$ cat src/rtl/wb_pkg.sv
// Shared definitions for the write-back stage: widths, load-op encodings, FSM states.
package wb_pkg;

  localparam int unsigned DW_DEF = 32;
  localparam int unsigned AW_DEF = 5;

  localparam logic [2:0] LOP_LB  = 3'b000;
  localparam logic [2:0] LOP_LBU = 3'b001;
  localparam logic [2:0] LOP_LH  = 3'b010;
  localparam logic [2:0] LOP_LHU = 3'b011;
  localparam logic [2:0] LOP_LW  = 3'b100;

  typedef enum logic [1:0] {
    StIdle     = 2'd0,
    StWaitLoad = 2'd1,
    StDrain    = 2'd2
  } wb_state_e;

endpackage

$ cat src/rtl/wb_stage_if.sv
// MEM -> WB instruction handshake bundle.
interface wb_stage_if #(
  parameter int unsigned DW = 32,
  parameter int unsigned AW = 5
);
  logic          in_valid;
  logic          in_ready;
  logic          in_wen;
  logic [AW-1:0] in_waddr;
  logic          in_is_load;
  logic [2:0]    in_load_op;
  logic [1:0]    in_addr_lo;
  logic [DW-1:0] in_result;

  modport master (
    output in_valid, in_wen, in_waddr, in_is_load, in_load_op, in_addr_lo, in_result,
    input  in_ready
  );

  modport slave (
    input  in_valid, in_wen, in_waddr, in_is_load, in_load_op, in_addr_lo, in_result,
    output in_ready
  );
endinterface

$ cat src/rtl/load_extend.sv
// Little-endian sub-word lane select with sign/zero extension for loads.
module load_extend
  import wb_pkg::*;
#(
  parameter int unsigned DW = DW_DEF
) (
  input  logic [2:0]    i_op,
  input  logic [1:0]    i_addr_lo,
  input  logic [DW-1:0] i_rdata,
  output logic [DW-1:0] o_ext
);

  logic [7:0]  w_byte;
  logic [15:0] w_half;

  always_comb begin
    w_byte = i_rdata[{i_addr_lo, 3'b000} +: 8];
    w_half = i_addr_lo[1] ? i_rdata[31:16] : i_rdata[15:0];
    case (i_op)
      LOP_LB:  o_ext = {{(DW-8){w_byte[7]}}, w_byte};
      LOP_LBU: o_ext = {{(DW-8){1'b0}}, w_byte};
      LOP_LH:  o_ext = {{(DW-16){w_half[15]}}, w_half};
      LOP_LHU: o_ext = {{(DW-16){1'b0}}, w_half};
      // LW and the unused encodings pass the word through
      default: o_ext = i_rdata;
    endcase
  end

endmodule

$ cat src/rtl/wb_stage.sv
// Write-back stage: commits ALU results and (variable-latency) load data to the register file.
module wb_stage
  import wb_pkg::*;
#(
  parameter int unsigned DW = DW_DEF,
  parameter int unsigned AW = AW_DEF
) (
  input  logic          clk,
  input  logic          rstn,
  input  logic          flush,
  wb_stage_if.slave     mem,
  input  logic          dmem_rvalid,
  input  logic [DW-1:0] dmem_rdata,
  output logic          reg_write,
  output logic [AW-1:0] waddr,
  output logic [DW-1:0] wdata,
  output logic          pend_valid,
  output logic [AW-1:0] pend_addr
);

  wb_state_e r_state, w_state_next;

  logic          r_reg_write;
  logic [AW-1:0] r_waddr;
  logic [DW-1:0] r_wdata;
  logic [2:0]    r_ld_op;
  logic [1:0]    r_ld_addr_lo;
  logic [AW-1:0] r_ld_waddr;
  logic          r_ld_wr;

  logic          w_in_ready;
  logic          w_accept;
  logic          w_commit_wr;
  logic [AW-1:0] w_commit_addr;
  logic [DW-1:0] w_commit_data;
  logic          w_pend_valid;
  logic [DW-1:0] w_ext;

  load_extend #(
    .DW (DW)
  ) u_load_extend (
    .i_op      (r_ld_op),
    .i_addr_lo (r_ld_addr_lo),
    .i_rdata   (dmem_rdata),
    .o_ext     (w_ext)
  );

  assign w_accept = mem.in_valid && w_in_ready && !flush;

  always_ff @(posedge clk or negedge rstn) begin
    if (!rstn) r_state <= StIdle;
    else       r_state <= w_state_next;
  end

  always_comb begin
    w_state_next = r_state;
    case (r_state)
      StIdle:     if (w_accept && mem.in_is_load) w_state_next = StWaitLoad;
      // a flush with data already arriving has nothing left to drain
      StWaitLoad: if (flush)            w_state_next = dmem_rvalid ? StIdle : StDrain;
                  else if (dmem_rvalid) w_state_next = StIdle;
      StDrain:    if (dmem_rvalid) w_state_next = StIdle;
      default:    w_state_next = StIdle;
    endcase
  end

  always_comb begin
    w_in_ready    = rstn && (r_state == StIdle);
    w_pend_valid  = (r_state == StWaitLoad) && r_ld_wr;
    w_commit_wr   = 1'b0;
    w_commit_addr = mem.in_waddr;
    w_commit_data = mem.in_result;
    case (r_state)
      StIdle: begin
        if (w_accept && !mem.in_is_load) w_commit_wr = mem.in_wen && (mem.in_waddr != '0);
      end
      StWaitLoad: begin
        w_commit_addr = r_ld_waddr;
        w_commit_data = w_ext;
        if (dmem_rvalid && !flush) w_commit_wr = r_ld_wr;
      end
      default: ;
    endcase
  end

  always_ff @(posedge clk or negedge rstn) begin
    if (!rstn) begin
      r_reg_write  <= 1'b0;
      r_waddr      <= '0;
      r_wdata      <= '0;
      r_ld_op      <= LOP_LW;
      r_ld_addr_lo <= 2'b00;
      r_ld_waddr   <= '0;
      r_ld_wr      <= 1'b0;
    end else begin
      r_reg_write <= w_commit_wr;
      if (w_commit_wr) begin
        r_waddr <= w_commit_addr;
        r_wdata <= w_commit_data;
      end
      if (w_accept && mem.in_is_load) begin
        r_ld_op      <= mem.in_load_op;
        r_ld_addr_lo <= mem.in_addr_lo;
        r_ld_waddr   <= mem.in_waddr;
        r_ld_wr      <= mem.in_wen && (mem.in_waddr != '0);
      end
    end
  end

  assign mem.in_ready = w_in_ready;
  assign reg_write    = r_reg_write;
  assign waddr        = r_waddr;
  assign wdata        = r_wdata;
  assign pend_valid   = w_pend_valid;
  assign pend_addr    = r_ld_waddr;

endmodule
$ cat src/flat_wrapper.sv
// flat-port wrapper written by rule: the top's interface ports become plain ports
module wb_stage_flat import wb_pkg::*;
#(
  parameter int unsigned DW = DW_DEF,
  parameter int unsigned AW = AW_DEF
)
  (clk, rstn, flush, dmem_rvalid, dmem_rdata, reg_write, waddr, wdata, pend_valid, pend_addr, mem_in_valid, mem_in_wen, mem_in_waddr, mem_in_is_load, mem_in_load_op, mem_in_addr_lo, mem_in_result, mem_in_ready);
  wb_stage_if #(.DW(DW), .AW(AW)) mem_i ();
  input  logic clk;
  input  logic rstn;
  input  logic flush;
  input  logic dmem_rvalid;
  input  logic [DW-1:0] dmem_rdata;
  output logic reg_write;
  output logic [AW-1:0] waddr;
  output logic [DW-1:0] wdata;
  output logic pend_valid;
  output logic [AW-1:0] pend_addr;
  input wire logic [$bits(mem_i.in_valid)-1:0] mem_in_valid;
  input wire logic [$bits(mem_i.in_wen)-1:0] mem_in_wen;
  input wire logic [$bits(mem_i.in_waddr)-1:0] mem_in_waddr;
  input wire logic [$bits(mem_i.in_is_load)-1:0] mem_in_is_load;
  input wire logic [$bits(mem_i.in_load_op)-1:0] mem_in_load_op;
  input wire logic [$bits(mem_i.in_addr_lo)-1:0] mem_in_addr_lo;
  input wire logic [$bits(mem_i.in_result)-1:0] mem_in_result;
  output wire logic [$bits(mem_i.in_ready)-1:0] mem_in_ready;
  assign mem_i.in_valid = mem_in_valid;
  assign mem_i.in_wen = mem_in_wen;
  assign mem_i.in_waddr = mem_in_waddr;
  assign mem_i.in_is_load = mem_in_is_load;
  assign mem_i.in_load_op = mem_in_load_op;
  assign mem_i.in_addr_lo = mem_in_addr_lo;
  assign mem_i.in_result = mem_in_result;
  assign mem_in_ready = mem_i.in_ready;
  wb_stage #(.DW(DW), .AW(AW)) u_core (.clk(clk), .rstn(rstn), .flush(flush), .mem(mem_i), .dmem_rvalid(dmem_rvalid), .dmem_rdata(dmem_rdata), .reg_write(reg_write), .waddr(waddr), .wdata(wdata), .pend_valid(pend_valid), .pend_addr(pend_addr));
endmodule
$ cat config.mk
export PLATFORM = sky130hd
export DESIGN_NAME = wb_stage_flat
export DESIGN_NICKNAME = d
export VERILOG_FILES = /design/src/rtl/wb_pkg.sv /design/src/rtl/wb_stage_if.sv /design/src/rtl/load_extend.sv /design/src/rtl/wb_stage.sv /design/src/flat_wrapper.sv
export SDC_FILE = /design/constraint.sdc
export NUM_CORES = 1
export LEC_CHECK = 0
export BUFFER_PORTS_ARGS = -buffer_cell sky130_fd_sc_hd__buf_2
export CAP_MARGIN = 30
export CORE_UTILIZATION = 40
export CTS_BUF_LIST = sky130_fd_sc_hd__clkbuf_8
export DETAILED_ROUTE_END_ITERATION = 10
export PLACE_DENSITY = 0.68
export SLEW_MARGIN = 25
export SYNTH_ARGS = -nofsm -noshare
export SYNTH_HDL_FRONTEND = slang
export SYNTH_SLANG_ARGS = --single-unit
$ cat constraint.sdc
create_clock -name clk -period 3.6 [get_ports clk]
set_input_delay 0.36 -clock clk [delete_from_list [all_inputs] [get_ports clk]]
set_output_delay 0.36 -clock clk [all_outputs]
set_load 0.1 [all_outputs]
# Word level (Yosys, flattened, before mapping)
# Index checks and enable logic that the tools add are counted.
# W data, S select, Z words.
[op_classes]
eq_ne = 6
shift = 1
reduce_logical = 13
n_mux = 12
[ops]
columns = ["op", "n"]
rows = [
  ["$pmux W32 S4", 1],
  ["$mux W32", 1],
  ["$shiftx A32 B6 Y8", 1],
  ["$mux W16", 1],
  ["$logic_and A1 B1 Y1", 8],
  ["$mux W2", 4],
  ["$eq A3 B2 Y1 const B", 2],
  ["$pmux W2 S3", 1],
  ["$mux W5", 1],
  ["$reduce_bool A5 Y1", 1],
  ["$eq A3 B1 Y1 const B", 1],
  ["$logic_not A3 Y1", 1],
  ["$eq A2 B1 Y1 const B", 1],
  ["$eq A2 B2 Y1 const B", 1],
  ["$logic_not A1 Y1", 2],
  ["$logic_not A2 Y1", 1],
  ["$mux W1", 2],
  ["$ne A2 B2 Y1 const B", 1],
  ["$pmux W1 S2", 1],
]
[totals]
out_inout_bits = 45
word_cells = 40
inputBits = 81
ff_bits = 51

# Depth between registers and ports, before layout
[logic_depth]
ltp_word = 7
ltp_mapped = 9
depth_no_buf = 6

# By module
# From an unflattened synthesis, not the netlist that was laid out.
[unflattened]
cells_unflattened = 258
hier_area_um2 = 3184.3
[by_module_without_submodules]
columns = ["mod", "instances", "area_per_inst_um2", "cells_per_inst"]
rows = [
  ["wb_stage", 1, 2456.1, 162],
  ["load_extend", 1, 728.2, 96],
]

# Least setup slack after synthesis
# No wires, ideal clock.
[synth_timing]
path_kind = "register to register"
startpoint = "reg u_core.r_state[0]"
endpoint = "reg u_core.r_wdata[25], in the netlist u_core.wdata[25]"
path_buffers = 2
arrival_time_ps = 2717
slack_ps = 800
stages_incl_launch_ff = 9
required_time_ps = 3517
cell_sequence = "dfrtp_1 > nor3b_2 > nand2_1 > o31a_1 > buf_6 > inv_2 > clkbuf_1 > o21ai_0 > o21ai_0"
[synth_between]
elab_chain_cells = 7
word_cells_on_any_way = 9
[synth_rtl]
columns = ["element", "line_no", "rtl"]
rows = [
  ["from (decl)", "wb_stage.sv:21", "wb_state_e r_state, w_state_next;"],
  ["from (signal assigned)", "wb_stage.sv:51", "if (!rstn) r_state <= StIdle;"],
  ["from (signal assigned)", "wb_stage.sv:52", "else r_state <= w_state_next;"],
  ["$logic_not A2 Y1", "wb_stage.sv:68", "w_in_ready = rstn && (r_state == StIdle);"],
  ["$logic_and A1 B1 Y1", "wb_stage.sv:68", ""],
  ["named net mem_in_ready", "flat_wrapper.sv:26", "output wire logic [$bits(mem_i.in_ready)-1:0] mem_in_ready;"],
  ["$logic_and A1 B1 Y1 (2 in a row)", "wb_stage.sv:48", "assign w_accept = mem.in_valid && w_in_ready && !flush;"],
  ["$logic_and A1 B1 Y1", "wb_stage.sv:75", "if (w_accept && !mem.in_is_load) w_commit_wr = mem.in_wen && (mem.in_waddr != '0);"],
  ["$mux W1", "wb_stage.sv:75", ""],
  ["$pmux W1 S2", "wb_stage.sv:73", "case (r_state)"],
  ["to (signal assigned)", "wb_stage.sv:99", "r_wdata <= w_commit_data;"],
  ["to (decl)", "wb_stage.sv:25", "logic [DW-1:0] r_wdata;"],
]
# The timed path passes the listed nets, and every way through them passes these cells.
# A chain may end at the register's enable or synchronous reset.

# Worst setup path after layout
[layout_timing]
startpoint = "reg u_core.r_state[0]"
endpoint = "reg u_core.r_wdata[22], in the netlist u_core.wdata[22]"
[layout_between]
elab_chain_cells = 7
word_cells_on_any_way = 9
[layout_rtl]
columns = ["element", "line_no"]
rows = [
  ["$logic_not A2 Y1", "wb_stage.sv:68, wb_stage.sv:73"],
  ["$logic_and A1 B1 Y1", "wb_stage.sv:68"],
  ["$logic_and A1 B1 Y1 (2 in a row)", "wb_stage.sv:48"],
  ["$logic_and A1 B1 Y1", "wb_stage.sv:75"],
  ["$mux W1", "wb_stage.sv:75"],
  ["$pmux W1 S2", "wb_stage.sv:73"],
]
# Several ways; a longest one is shown, not always the timed one.

==> results.toml <==
[floorplanning]
start_util_pct = 42.28
dieArea_um2 = 7201
die_h_um = 84.86
fp.dieW_um = 84.86
core_um2 = 6495
rows = 29
num_io_pins = 126

[power]
p_per_area_nw_per_um2 = 797.2
ir_drop_mv = 0.3894
fin_total_pwr_mw = 2.760
leakagePower_nw = 1.731

[grt]
grt_first_pass_wirelength_um = 12530
overflow = 0
grt_pass1_vias = 2571
grt_max_degree = 52
antenna_found_initial = 0
grt_use_total_pct = 22.52

[synthesis]
synth_area_per_cell_um2 = 8.450
ys.flop_type = "dfrtp_1"
ys_types = 36
seq_area_frac_synth_pct = 46.51
syn_area_um2 = 2746
synth_nets = 406
yosysWarnings = 0
synth-edff-count = 0
netlist_instances = 325
synth_area_leaders = "dfrtp_1 (46%), nand2_1 (10%), o21ai_0 (6.9%), a21oi_1 (6.6%), mux2i_1 (3.3%)"
yosys.area.top_type = "dfrtp_1"
synth_top_cell_area_share_pct = 45.56
async_flop_share_pct = 100.0
ys_seq_elements = 51

[routing]
drt_pre_antenna_iters = 8
viasPerCell = 5.322
drt_iter0_drc = 192
wl_um = 7805
wl_per_cell_um = 15.16
drc = 12
antenna_left = 0
routed-via-count = 2741

[outcome]
violations = "design-rule violations"
outcome = "complete, but fails checks"

[worst_setup_path]
rrSetupSlack_ns = 1.05
ff2ff_path_depth = 7
cp.arrival_ns = 2.77
r2r_end = "u_core.wdata[22]$_DFFE_PN0P_"
startpoint_type = "register"
r2r_start = "u_core.r_state[0]$_DFFE_PN0P_"
crit_path_end_kind = "register"
critical_path_class = "register to register"
cp.required_ns = 3.83
worst-path-max-fanout = 49

[layout]
n_antenna_cell = 0
drive_above_1_share_pct = 34.25
finalNetCount = 518
area_growth_pct = 26.06
fin_cells = 515
fillCellCount = 639

[clock_network]
clock_latency_ns = 0.31
clk_pin_slew_worst_paths_ns = 0.09
cts.path.max_buffers = 2
cts-root-buf = "clkbuf_8"
cts_resized = 0
cts.sinks = 51
htreeDepth = 2
postCtsSetupBuffers = 0
cts_tree = "done"
numCtsBuffers = 5
ctsHoldBuffers = 0

[sta]
final_max_slew_viol_count = 0
setup_violations = 0
relSlewSlack_pct = 41.66
finalClockSkew_ns = 0.005925
fin_crit_sh_pct = 70.82
rsz0062_at_grt = "no"
tightest_slew_ns = 0.8751
fmax_mhz = 392.2
finalSetupTns_ns = 0
hold_viol = 0
post-route-min-period_ns = 2.550

[worst_hold_path]
holdCritPathClass = "input pin to asynchronous set/reset pin"

[place]
place_inst = 507
gp_congestion = 0.7861
io_buffer_count = 125
hpwl_um = 5755

[run]
max-cap-violations = 0
==> power by group <==
group          switching, mW  total [mW]  internal (mW)  leakage, nW
clock network          0.194       0.329          0.136       0.0402
logic                   1.31        1.57          0.262         1.06
registers              0.131       0.860          0.729        0.631
total                   1.63        2.76           1.13         1.73
==> worst max-delay path: stages (launching register included) <==
cell	delay, ns
dfrtp_1	0.62
nor3b_2	0.35
nand2_1	0.08
o31a_1	0.24
buf_4	0.23
inv_2	0.55
o21ai_0	0.19
o21ai_0	0.20
==> cell usage after synthesis (2+ instances only) <==
cell / n
nand2_1: 73
dfrtp_1: 50
o21ai_0: 38
a21oi_1: 36
nor2_1: 23
clkbuf_1: 13
o21ai_1: 11
inv_1: 9
mux2i_1: 9
mux2_2: 8
a211oi_1: 7
a221oi_1: 7
buf_2: 7
a31oi_1: 5
nor2b_1: 4
buf_6: 3
nand2b_1: 2
o31ai_1: 2
==> cell type report <==
cell class / instances / area (µm²) / share of cell area [%]
inverters: 10 / 37.54 / 1.084
clock inverters: 3 / 20.02 / 0.5782
flip-flops and latches: 51 / 1277 / 36.90
clock buffers: 5 / 68.82 / 1.988
well taps: 77 / 96.34 / 2.783
multi-input cells: 240 / 1306 / 37.73
repair buffers: 129 / 655.6 / 18.94
==> cells by family (layout without fill, tap and decap cells) <==
family / count (synthesis) / count (layout) / share of synthesized area (%)
muxes: 18 / 18 / 7.381
AOI/OAI and AO/OA: 111 / 111 / 23.33
buffers and inverters: 34 / 147 / 5.922
and+or+nand+nor: 111 / 111 / 16.86
DFF: 51 / 51 / 46.51
==> flip-flops by register name, indices dropped and copies added, names as in the netlist <==
register / flops
u_core.waddr: 5
u_core.r_state: 2
u_core.pend_addr: 5
u_core.r_ld_wr: 1
u_core.r_ld_addr_lo: 2
u_core.r_ld_op: 3
u_core.wdata: 32
u_core.reg_write: 1
==> metrics by stage <==
step	hold slack, ns	worst slack [ns]	cell area [µm²]	util, %
final	0.2165	1.050	3462	53.30
after global routing	0.2216	0.7292	3462	53.30
after CTS	0.2206	1.021	3462	53.30
after detailed placement	0.4695	1.036	3373	51.94
after global placement	0.4587	1.110	3373	51.94
after floorplan	0.06441	0.8000	2746	-
==> routing by layer <==
layer	routed length, µm	track usage (%)	vias to the layer above
met5	0	0	-
met4	72	6.317	0
met3	521	4.864	6
met2	3612	35.40	110
met1	3597	31.61	1270
li1	-	-	1355
==> worst max path at each step <==
stage	start	to	cells after the start
global placement	u_core.r_state[0]$_DFFE_PN0P_	u_core.wdata[5]$_DFFE_PN0P_	7
floorplan	u_core.r_state[0]$_DFFE_PN0P_	u_core.wdata[25]$_DFFE_PN0P_	8
finish	u_core.r_state[0]$_DFFE_PN0P_	u_core.wdata[22]$_DFFE_PN0P_	7
global route	u_core.r_state[0]$_DFFE_PN0P_	u_core.wdata[21]$_DFFE_PN0P_	7
CTS	u_core.r_state[0]$_DFFE_PN0P_	u_core.wdata[22]$_DFFE_PN0P_	7
detailed placement	u_core.r_state[0]$_DFFE_PN0P_	u_core.wdata[22]$_DFFE_PN0P_	7
==> cell usage in the layout (no fill, tap or decap), types with 5 or more instances in the layout <==
cell	n
a211oi_1	7
a21oi_1	36
a221oi_1	7
a31oi_1	5
buf_2	125
clkbuf_8	5
dfrtp_1	50
inv_1	9
mux2_2	8
mux2i_1	9
nand2_1	73
nor2_1	23
o21ai_0	38
o21ai_1	11
Note: power is estimated with default switching activity, not from simulation.
